<file path="src/rtl/ysyx_23060096_pkg.sv">
// Shared constants, ALU op codes and the result-buffer entry
// used by the execute stage and its ALU.
package ysyx_23060096_pkg;
    localparam int XLEN = 32;
    localparam int RW   = 5;

    localparam logic [2:0] ALU_ADD = 3'b000;
    localparam logic [2:0] ALU_SUB = 3'b001;
    localparam logic [2:0] ALU_NOT = 3'b010;
    localparam logic [2:0] ALU_AND = 3'b011;
    localparam logic [2:0] ALU_OR  = 3'b100;
    localparam logic [2:0] ALU_XOR = 3'b101;
    localparam logic [2:0] ALU_LT  = 3'b110;
    localparam logic [2:0] ALU_EQ  = 3'b111;

    typedef struct packed {
        logic [XLEN-1:0] result;
        logic [RW-1:0]   rd;
        logic            wen;
    } entry_t;
endpackage

</file>
<file path="src/rtl/ysyx_23060096_alu.sv">
// Combinational ALU; lt is the signed compare taken from the
// full-width difference sign corrected by overflow.
module ysyx_23060096_alu
    import ysyx_23060096_pkg::*;
(
    input  logic [2:0]      op_i,
    input  logic [XLEN-1:0] a_i,
    input  logic [XLEN-1:0] b_i,
    output logic [XLEN-1:0] result_o
);
    logic [XLEN-1:0] diff;
    logic            ovf;
    logic            lt;

    assign diff = a_i - b_i;
    assign ovf  = (a_i[XLEN-1] ^ b_i[XLEN-1]) & (a_i[XLEN-1] ^ diff[XLEN-1]);
    assign lt   = diff[XLEN-1] ^ ovf;

    always_comb begin
        result_o = '0;
        case (op_i)
            ALU_ADD: result_o = a_i + b_i;
            ALU_SUB: result_o = diff;
            ALU_NOT: result_o = ~a_i;
            ALU_AND: result_o = a_i & b_i;
            ALU_OR:  result_o = a_i | b_i;
            ALU_XOR: result_o = a_i ^ b_i;
            ALU_LT:  result_o = {{(XLEN-1){1'b0}}, lt};
            ALU_EQ:  result_o = {{(XLEN-1){1'b0}}, a_i == b_i};
            default: result_o = '0;
        endcase
    end
endmodule

</file>
<file path="src/rtl/ysyx_23060096_exu.sv">
// Execute stage: ALU plus a small result FIFO decoupling IDU issue
// from WBU back-pressure, with a retired-op counter.
module ysyx_23060096_exu
    import ysyx_23060096_pkg::*;
#(
    parameter int DEPTH = 2
) (
    input  logic            clk,
    input  logic            rst_n,
    input  logic            flush,
    input  logic            in_valid,
    output logic            in_ready,
    input  logic [3:0]      in_op,
    input  logic [XLEN-1:0] in_src1,
    input  logic [XLEN-1:0] in_src2,
    input  logic [RW-1:0]   in_rd,
    input  logic            in_wen,
    output logic            out_valid,
    input  logic            out_ready,
    output logic [XLEN-1:0] out_result,
    output logic [RW-1:0]   out_rd,
    output logic            out_wen,
    output logic [31:0]     retired
);
    localparam int PW = $clog2(DEPTH);
    localparam int CW = PW + 1;

    logic [PW-1:0]   wr_ptr_q, rd_ptr_q;
    logic [CW-1:0]   count_q, count_d;
    logic [31:0]     retired_q;
    entry_t          mem_q [DEPTH];
    entry_t          last_q;
    entry_t          head;
    entry_t          shown;
    logic [XLEN-1:0] alu_res;
    logic            push, pop;
    logic            unused_op;

    assign unused_op = in_op[3];

    ysyx_23060096_alu u_alu (
        .op_i    (in_op[2:0]),
        .a_i     (in_src1),
        .b_i     (in_src2),
        .result_o(alu_res)
    );

    assign in_ready  = count_q < CW'(DEPTH);
    assign out_valid = count_q != '0;
    assign push      = in_valid && in_ready;
    assign pop       = out_valid && out_ready;

    // When empty the outputs keep showing the most recently popped entry.
    assign head       = mem_q[rd_ptr_q];
    assign shown      = out_valid ? head : last_q;
    assign out_result = shown.result;
    assign out_rd     = shown.rd;
    assign out_wen    = shown.wen;
    assign retired    = retired_q;

    always_comb begin
        count_d = count_q;
        case ({push, pop})
            2'b10:   count_d = count_q + CW'(1);
            2'b01:   count_d = count_q - CW'(1);
            default: count_d = count_q;
        endcase
    end

    always_ff @(posedge clk or negedge rst_n) begin
        if (!rst_n) begin
            count_q   <= '0;
            wr_ptr_q  <= '0;
            rd_ptr_q  <= '0;
            retired_q <= '0;
            last_q    <= '0;
            for (int i = 0; i < DEPTH; i++) mem_q[i] <= '0;
        end else if (flush) begin
            count_q  <= '0;
            wr_ptr_q <= '0;
            rd_ptr_q <= '0;
        end else begin
            if (push) begin
                mem_q[wr_ptr_q] <= '{result: alu_res, rd: in_rd,
                                     wen: in_wen && (in_rd != '0)};
                wr_ptr_q        <= wr_ptr_q + PW'(1);
            end
            if (pop) begin
                rd_ptr_q  <= rd_ptr_q + PW'(1);
                retired_q <= retired_q + 32'd1;
                last_q    <= head;
            end
            count_q <= count_d;
        end
    end
endmodule

</file>
<file path="config.mk">
export PLATFORM = sky130hd
export DESIGN_NAME = ysyx_23060096_exu
export DESIGN_NICKNAME = d
export VERILOG_FILES = /design/src/rtl/ysyx_23060096_pkg.sv /design/src/rtl/ysyx_23060096_alu.sv /design/src/rtl/ysyx_23060096_exu.sv
export SDC_FILE = /design/constraint.sdc
export NUM_CORES = 1
export LEC_CHECK = 0
export ABC_CLOCK_PERIOD_IN_PS = 3400
export BUFFER_PORTS_ARGS = -buffer_cell sky130_fd_sc_hd__buf_2
export CELL_PAD_IN_SITES_DETAIL_PLACEMENT = 1
export CELL_PAD_IN_SITES_GLOBAL_PLACEMENT = 2
export CORE_MARGIN = 5
export CORE_UTILIZATION = 39
export DETAILED_ROUTE_END_ITERATION = 8
export PLACE_DENSITY_LB_ADDON = 0.1
export SLEW_MARGIN = 20
export SYNTH_ARGS = -nofsm -noshare
export SYNTH_HDL_FRONTEND = slang
export SYNTH_HIERARCHICAL = 1
export SYNTH_SLANG_ARGS = --single-unit
</file>
<file path="constraint.sdc">
create_clock -name clk -period 3.4 [get_ports clk]
set_input_delay 0.68 -clock clk [delete_from_list [all_inputs] [get_ports clk]]
set_output_delay 0.68 -clock clk [all_outputs]
set_load 0.005 [all_outputs]
</file>
==> key figures, run 1 <==
Run status
  – Status: complete, but fails checks
  – Violated checks: setup timing

Timing
  – Period utilization: 103.4%
  – Post-route worst setup slack: -0.1143 ns
  – Setup Viol. Count Final: 2
  – Worst-margin pin slew: 0.8688 ns
  – Max Freq: 0.2846 GHz
  – Rel. slew slack: 41.87%
  – Final Critical Period: 3.514 ns
  – Hold_ws: 0.1830 ns
  – Final slew viol count: 0
  – Final Hold Fails: 0
  – Clock skew: 0.007850 ns
  – RSZ-0062 raised after global routing: true

Power and ir drop
  – Pwr Density: 449.5 nW/um^2
  – Peak supply drop: 375.6 uV
  – Pleak: 0.007569 uW
  – Tot Pwr: 7323 uW

Logic synthesis
  – Number of synthesized register bits: 150
  – Seq/Total Area, Yosys: 30.95%
  – Warnings from Yosys: 6
  – Post-synthesis net count: 1584
  – EDFF count, synth: 0
  – Syn avg cell area: 8.625 sq um
  – Post-Syn Instances: 1406
  – Post-Syn Area: 12130 sq um
  – Async S/R FF share, synth: 100.0%
  – Library cells used by synthesis: 89
  – Top FF cell, synth: dfrtp_1

Floorplanning
  – Die W: 186.3 um
  – Initial core utilization: 39.54%
  – I/O pin total: 151
  – Total Die Area: 34720 sq um
  – Core area: 30670 sq um
  – Vert. Die Dim: 186.3 um
  – Site Rows: 64

Global routing
  – Grt total ovfl: 0
  – Global-route wire length before repair: 70430 um
  – Gr usage total: 24.58%
  – Vias in the first global route: 12890
  – Initial antenna violation count: 2
  – Largest net degree at the start of global routing: 78

CTS
  – TritonCTS clock tree: yes
  – H-tree levels: 4
  – Root Buffer: clkbuf_16
  – Num Clock Sinks: 150
  – Cts-stage hold buffer count: 0
  – Total CTS buffers: 17
  – CTS clk-pin slew, worst paths: 0.06 ns
  – Worst-Skew Late Latency: 0.42 ns
  – Maximum root-to-sink buffer count: 2

Detailed routing
  – Iter 0 DRT Violations: 631
  – Final wirelength: 44080 um
  – Vias per cell: 5.510
  – DR pass1 iterations: 5
  – WL/cell: 20.25 um
  – DR DRC count: 0
  – Via count: 12000
  – DRT antenna net count: 0

Critical path
  – WP buf/inv: 3
  – Family with the most delay on the worst path: compound AO/OA/AOI/OAI gates
  – Crit end category: flip-flop
  – Max Fanout on Critical Path: 3
  – Critical Path Max Stage Delay: 0.44 ns
  – Crit path required time: 3.70 ns
  – Worst reg-to-reg path cell count: 4
  – Setup CP Type: primary input to flip-flop
  – Worst path cell trace: buf_8 > inv_4 > ha_4 > inv_2 > a211o_1 > a211o_1 > a22oi_2 > a31oi_4 > a31oi_4 > o31ai_4 > a21oi_2 > o21bai_2 > fa_2 > a31oi_4 > o221ai_2 > mux2_4
  – Startpoint Class: primary input
  – Crit path DAT: 3.82 ns
  – CP dominant cell by count: a31oi_4
  – CP Depth: 16
  – Slowest CP cell: fa_2

Finish
  – # nets final: 1944
  – Share of cells above drive strength 1: 37.32%
  – Commonest non-fill, non-tap cell in the layout: buf_4
  – Synth-to-layout area growth: 34.33%
  – Final cell count without fillers: 2177
  – Commonest cells after routing, fill and taps aside: buf_4, a21oi_1, nor2_1
  – Fin util: 53.11%

Hold path
  – Worst min-delay path class: primary input to asynchronous set/reset pin

Run
  – Number of max-cap violations: 0

Place
  – Inst Count DP: 2123
  – Gpl congestion: 0.9255
  – HPWL after detailed placement: 33460 um
  – IO buf count: 149
sequential cells by signal (all words and copies together) (netlist names):
register  flops
count_q       2
last_q       38
mem_q        76
rd_ptr_q      1
retired      32
wr_ptr_q      1
synthesized netlist by cell type, drive strengths merged (6+ instances only):
cell type / instances / area share (%)
nor2b: 10 / 0.52
nor3: 19 / 0.83
a22oi: 13 / 0.85
ha: 96 / 9.9
nor4: 13 / 0.85
and3: 8 / 0.41
o21bai: 14 / 0.90
inv: 107 / 3.3
a221oi: 14 / 1.1
dfrtp: 150 / 31
nand2: 73 / 2.3
clkbuf: 44 / 1.4
and4: 10 / 0.73
mux2i: 47 / 3.9
nand3: 24 / 0.99
a211oi: 15 / 1.1
o211ai: 13 / 0.80
nor2: 163 / 5.1
o221ai: 12 / 0.87
a31oi: 14 / 0.77
o22ai: 27 / 1.4
buf: 46 / 2.0
o31ai: 7 / 0.74
a21o: 16 / 0.99
o21a: 8 / 0.50
nand2b: 10 / 0.58
xnor2: 34 / 2.5
or2: 6 / 0.31
mux2: 78 / 7.2
and2: 6 / 0.32
o21ai: 59 / 2.5
nand4: 21 / 1.1
xor2: 13 / 0.94
a21oi: 162 / 6.8
cell type report:
class / instances / area (sq um)
Clock buffer: 18 / 429.2
Tap cell: 396 / 495.5
Inverter: 107 / 411.6
Antenna cell: 2 / 5.005
Sequential cell: 150 / 3755
Multi-Input combinational cell: 1059 / 8051
Fill cell: 3635 / 14380
Timing Repair Buffer: 431 / 2992
Clock inverter: 14 / 150.1
report_power, final:
part           switching (uW)  internal [uW]  total (uW)
clock network             797           1090        1880
registers                 304           2290        2600
logic                    1480           1360        2840
path summary, 6_finish.rpt:
kind,from,to,slack (ns)
worst min-delay path,rst_n,retired[13],0.18
max in group asynchronous,rst_n,retired[26],2.36
worst max register to register,count_q[1],mem_q[35],1.36
min in group clk,retired[31],retired[31],0.46
worst min register to register,retired[31],retired[31],0.46
worst max-delay path,in_src2[2],mem_q[37],-0.11
metrics by stage:
stage,setup WS [ns],area [sq um],TNS (ns)
4_1_cts,-0.1634,16030,-0.3396
6_report,-0.1143,16290,-0.2268
5_1_grt,-0.1620,16290,-0.6481
3_5_place_dp,-0.7866,15070,-16.84
2_1_floorplan,-0.3261,12210,-1.017
3_3_place_gp,-0.6647,15070,-14.76
worst register-to-register path, delay by kind of cell (launching register included):
family / cells / cell delay, ns
multiplexers: 1 / 0.39
AND/OR/NAND/NOR: 2 / 0.78
buffers and inverters: 1 / 0.30
flip-flops: 1 / 0.45
cell families after synthesis:
kind of cell	share of synthesized area, %
DFF	30.95
buffers and inverters	6.665
AOI/OAI and AO/OA	22.41
adders and majority gates	10.40
and+or+nand+nor	15.05
muxes	11.12
xor gates and xnor gates	3.395
routing by layer:
metal  vias up  wire [um]  track usage, %
met4         0       1062           6.804
met2       224      21950           43.11
li1       5740          -               -
met1      5976      19580           32.04
met5         -          0               0
met3        55       1490           2.877
repair_timing:
action                                 CTS  global route
gates resized for setup                 53            51
buffers inserted                        13             8
setup endpoints to repair               12            35
pin swaps                               23            40
endpoints found under the hold margin    0             0
No activity file was read; power rests on OpenSTA's default activity.
==> inputs of run 2 (changes only) <==
--- a/config.mk
+++ b/config.mk
@@ -5,12 +5,12 @@
 export SDC_FILE = /design/constraint.sdc
 export NUM_CORES = 1
 export LEC_CHECK = 0
-export ABC_CLOCK_PERIOD_IN_PS = 3400
+export ABC_CLOCK_PERIOD_IN_PS = 3300
 export BUFFER_PORTS_ARGS = -buffer_cell sky130_fd_sc_hd__buf_2
 export CELL_PAD_IN_SITES_DETAIL_PLACEMENT = 1
 export CELL_PAD_IN_SITES_GLOBAL_PLACEMENT = 2
 export CORE_MARGIN = 5
-export CORE_UTILIZATION = 39
+export CORE_UTILIZATION = 36
 export DETAILED_ROUTE_END_ITERATION = 8
 export PLACE_DENSITY_LB_ADDON = 0.1
 export SLEW_MARGIN = 20
==> constraint.sdc (replaced) <==
create_clock -name clk -period 3.3 [get_ports clk]
set_input_delay 0.66 -clock clk [delete_from_list [all_inputs] [get_ports clk]]
set_output_delay 0.66 -clock clk [all_outputs]
set_load 0.005 [all_outputs]
==> run 2 against run 1 <==
Against the previous run:
- the run still ends with setup timing left
- setup slack worse by 0.077 ns
- cell area shrank 0.17%
- sequential power rose by 3%
- hold slack improved by 0.058 ns
- non-clock buffer count decreased by 1
- largest cell class unchanged
- combinational power rose by 2%
- first-iteration DRC count is 20% lower
- highest routed layer is now met5
- clock-buffer cell count is the same
- critical endpoint is now mem_q[75]
==> key figures, run 2 (synthesis gave the netlist of run 1 again) <==
Run status
  – Status: complete, but fails checks
  – Violated checks: setup timing

CTS
  – Total CTS buffers: 17
  – H-tree levels: 4
  – Cts-stage hold buffer count: 0
  – Worst-Skew Late Latency: 0.42 ns
  – Root Buffer: clkbuf_16
  – TritonCTS clock tree: yes
  – CTS clk-pin slew, worst paths: 0.07 ns
  – Maximum root-to-sink buffer count: 2
  – Num Clock Sinks: 150

Finish
  – Register bank with the most flops: mem_q
  – Diode count: 0
  – # nets final: 1943
  – Fin util: 48.74%
  – FF+latch area: 3755 sq um
  – Share of cells above drive strength 1: 36.16%
  – Area of the multi-input gates: 7994 sq um
  – Synth-to-layout area growth: 34.10%
  – Commonest non-fill, non-tap cell in the layout: buf_4
  – Commonest cells after routing, fill and taps aside: buf_4, nor2_1, a21oi_1
  – Fillcell total: 4020
  – Max FFs per register: 76

Critical path
  – Crit path required time: 3.61 ns
  – Startpoint Class: primary input
  – Max Fanout on Critical Path: 4
  – R2R setup slack: 1.39 ns
  – Setup CP Type: primary input to flip-flop
  – Crit end category: flip-flop
  – Crit path DAT: 3.80 ns

Global routing
  – Vias in the first global route: 12410
  – GRT busiest layer: met2
  – Grt total ovfl: 0
  – Global-route wire length before repair: 68970 um
  – Gr usage total: 22.65%
  – Met2 Resource Use GR: 39.70%
  – Largest net degree at the start of global routing: 78
  – Initial antenna violation count: 2
  – Routing usage on met1: 29.85%
  – Met3 usage: 3.148%

Floorplanning
  – Core area: 33360 sq um
  – Total Die Area: 37460 sq um
  – Die W: 193.5 um
  – Vert. Die Dim: 193.5 um
  – I/O pin total: 151
  – Site Rows: 67
  – Initial core utilization: 36.35%

Detailed routing
  – Iter 0 DRT Violations: 503
  – Via count: 11850
  – DR DRC count: 0
  – DR pass1 iterations: 4
  – Final wirelength: 43750 um
  – DRT antenna net count: 0
  – Vias per cell: 5.324
  – WL/cell: 19.65 um

Timing
  – Rel. slew slack: 51.15%
  – Final Hold Fails: 0
  – Setup Viol. Count Final: 8
  – Period utilization: 105.8%
  – Final slew viol count: 0
  – Final Critical Period: 3.491 ns
  – Max Freq: 0.2865 GHz
  – Clock skew: 0.009076 ns
  – RSZ-0062 raised after global routing: true
  – Post-route worst setup slack: -0.1909 ns
  – Fin Setup TNS: -0.6223 ns
  – Worst-margin pin slew: 0.7319 ns

Run
  – Number of max-cap violations: 0

Power and ir drop
  – Peak supply drop: 429.2 uV
  – Pwr Density: 461.2 nW/um^2
  – Pleak: 0.007569 uW

Place
  – IO buf count: 149
  – HPWL after detailed placement: 33600 um
  – Gpl congestion: 0.9035

Hold path
  – Worst min-delay path class: primary input to asynchronous set/reset pin
## run 2: changes by cell type in the layout (fill, tap and decap cells not counted), moves of 3 or more
cell	delta
buf_4	-3
ha_4	-3
inv_2	-11
clkinvlp_4	+3
inv_1	+11
nor2_1	+3
buf_2	+4
ha_1	+5
nor2_2	-3
## run 2: per-layer routing
| metal | part of all wire, % | up-vias |
|---|---|---|
| li1 | - | 5739 |
| met1 | 46 | 5905 |
| met2 | 50 | 169 |
| met3 | 2.4 | 37 |
| met4 | 1.5 | 2 |
| met5 | 0.016 | - |
## run 2: where the power goes
group,switching [uW],internal [uW]
registers,304,2360
clock network,811,1120
logic,1510,1390
total,2630,4870
## run 2: final cells by class
cell class / count / area share, %
sequential: 150 / 23.09
inverter: 107 / 2.531
clock buffer: 18 / 2.639
multi-input combinational: 1059 / 49.16
timing repair buffer: 430 / 18.19
tap: 448 / 3.447
clock inverter: 14 / 0.9464
## run 2: path summary, 6_finish.rpt
check                             from     endpoint  cells past startpoint
min                              rst_n  retired[16]                      1
max                         in_src2[2]    mem_q[75]                     16
max reg2reg                 count_q[0]   last_q[16]                      5
min in group clk           retired[31]  retired[31]                      1
min reg2reg                retired[31]  retired[31]                      1
max in group asynchronous        rst_n   last_q[18]                      2
## run 2: worst max-delay path, stage by stage
cell      delay [ns]
buf_8           0.09
inv_4           0.03
ha_4            0.28
nor3_2          0.04
a211o_1         0.28
a211o_1         0.33
a22oi_2         0.34
a31oi_4         0.15
a31oi_4         0.20
o31ai_2         0.09
a21oi_1         0.19
o21bai_1        0.11
fa_1            0.44
a31oi_1         0.14
o221ai_1        0.15
mux2_2          0.29
## run 2: stage by stage
| stage | hold slack, ns | instances | setup WS (ns) | area [sq um] | power, uW |
|---|---|---|---|---|---|
| finish | 0.2415 | 2226 | -0.1909 | 16260 | 7500 |
| global route | 0.2976 | 2226 | -0.3259 | 16260 | 8010 |
| CTS | 0.2720 | 2215 | -0.1544 | 15970 | 7526 |
| detailed placement | 0.4625 | 2175 | -0.7912 | 15130 | 5496 |
| global placement | 0.4568 | 2175 | -0.7407 | 15130 | 5378 |
| floorplan | 0.3644 | 1406 | -0.4061 | 12210 | 4266 |
## run 2: what timing repair did
| item | 4_1_cts | 5_1_grt |
|---|---|---|
| resized for setup | 37 | 54 |
| buffers inserted | 8 | 12 |
| pin swaps | 6 | 27 |
| cloned | 0 | 0 |
| setup endpoints to repair | 23 | 32 |
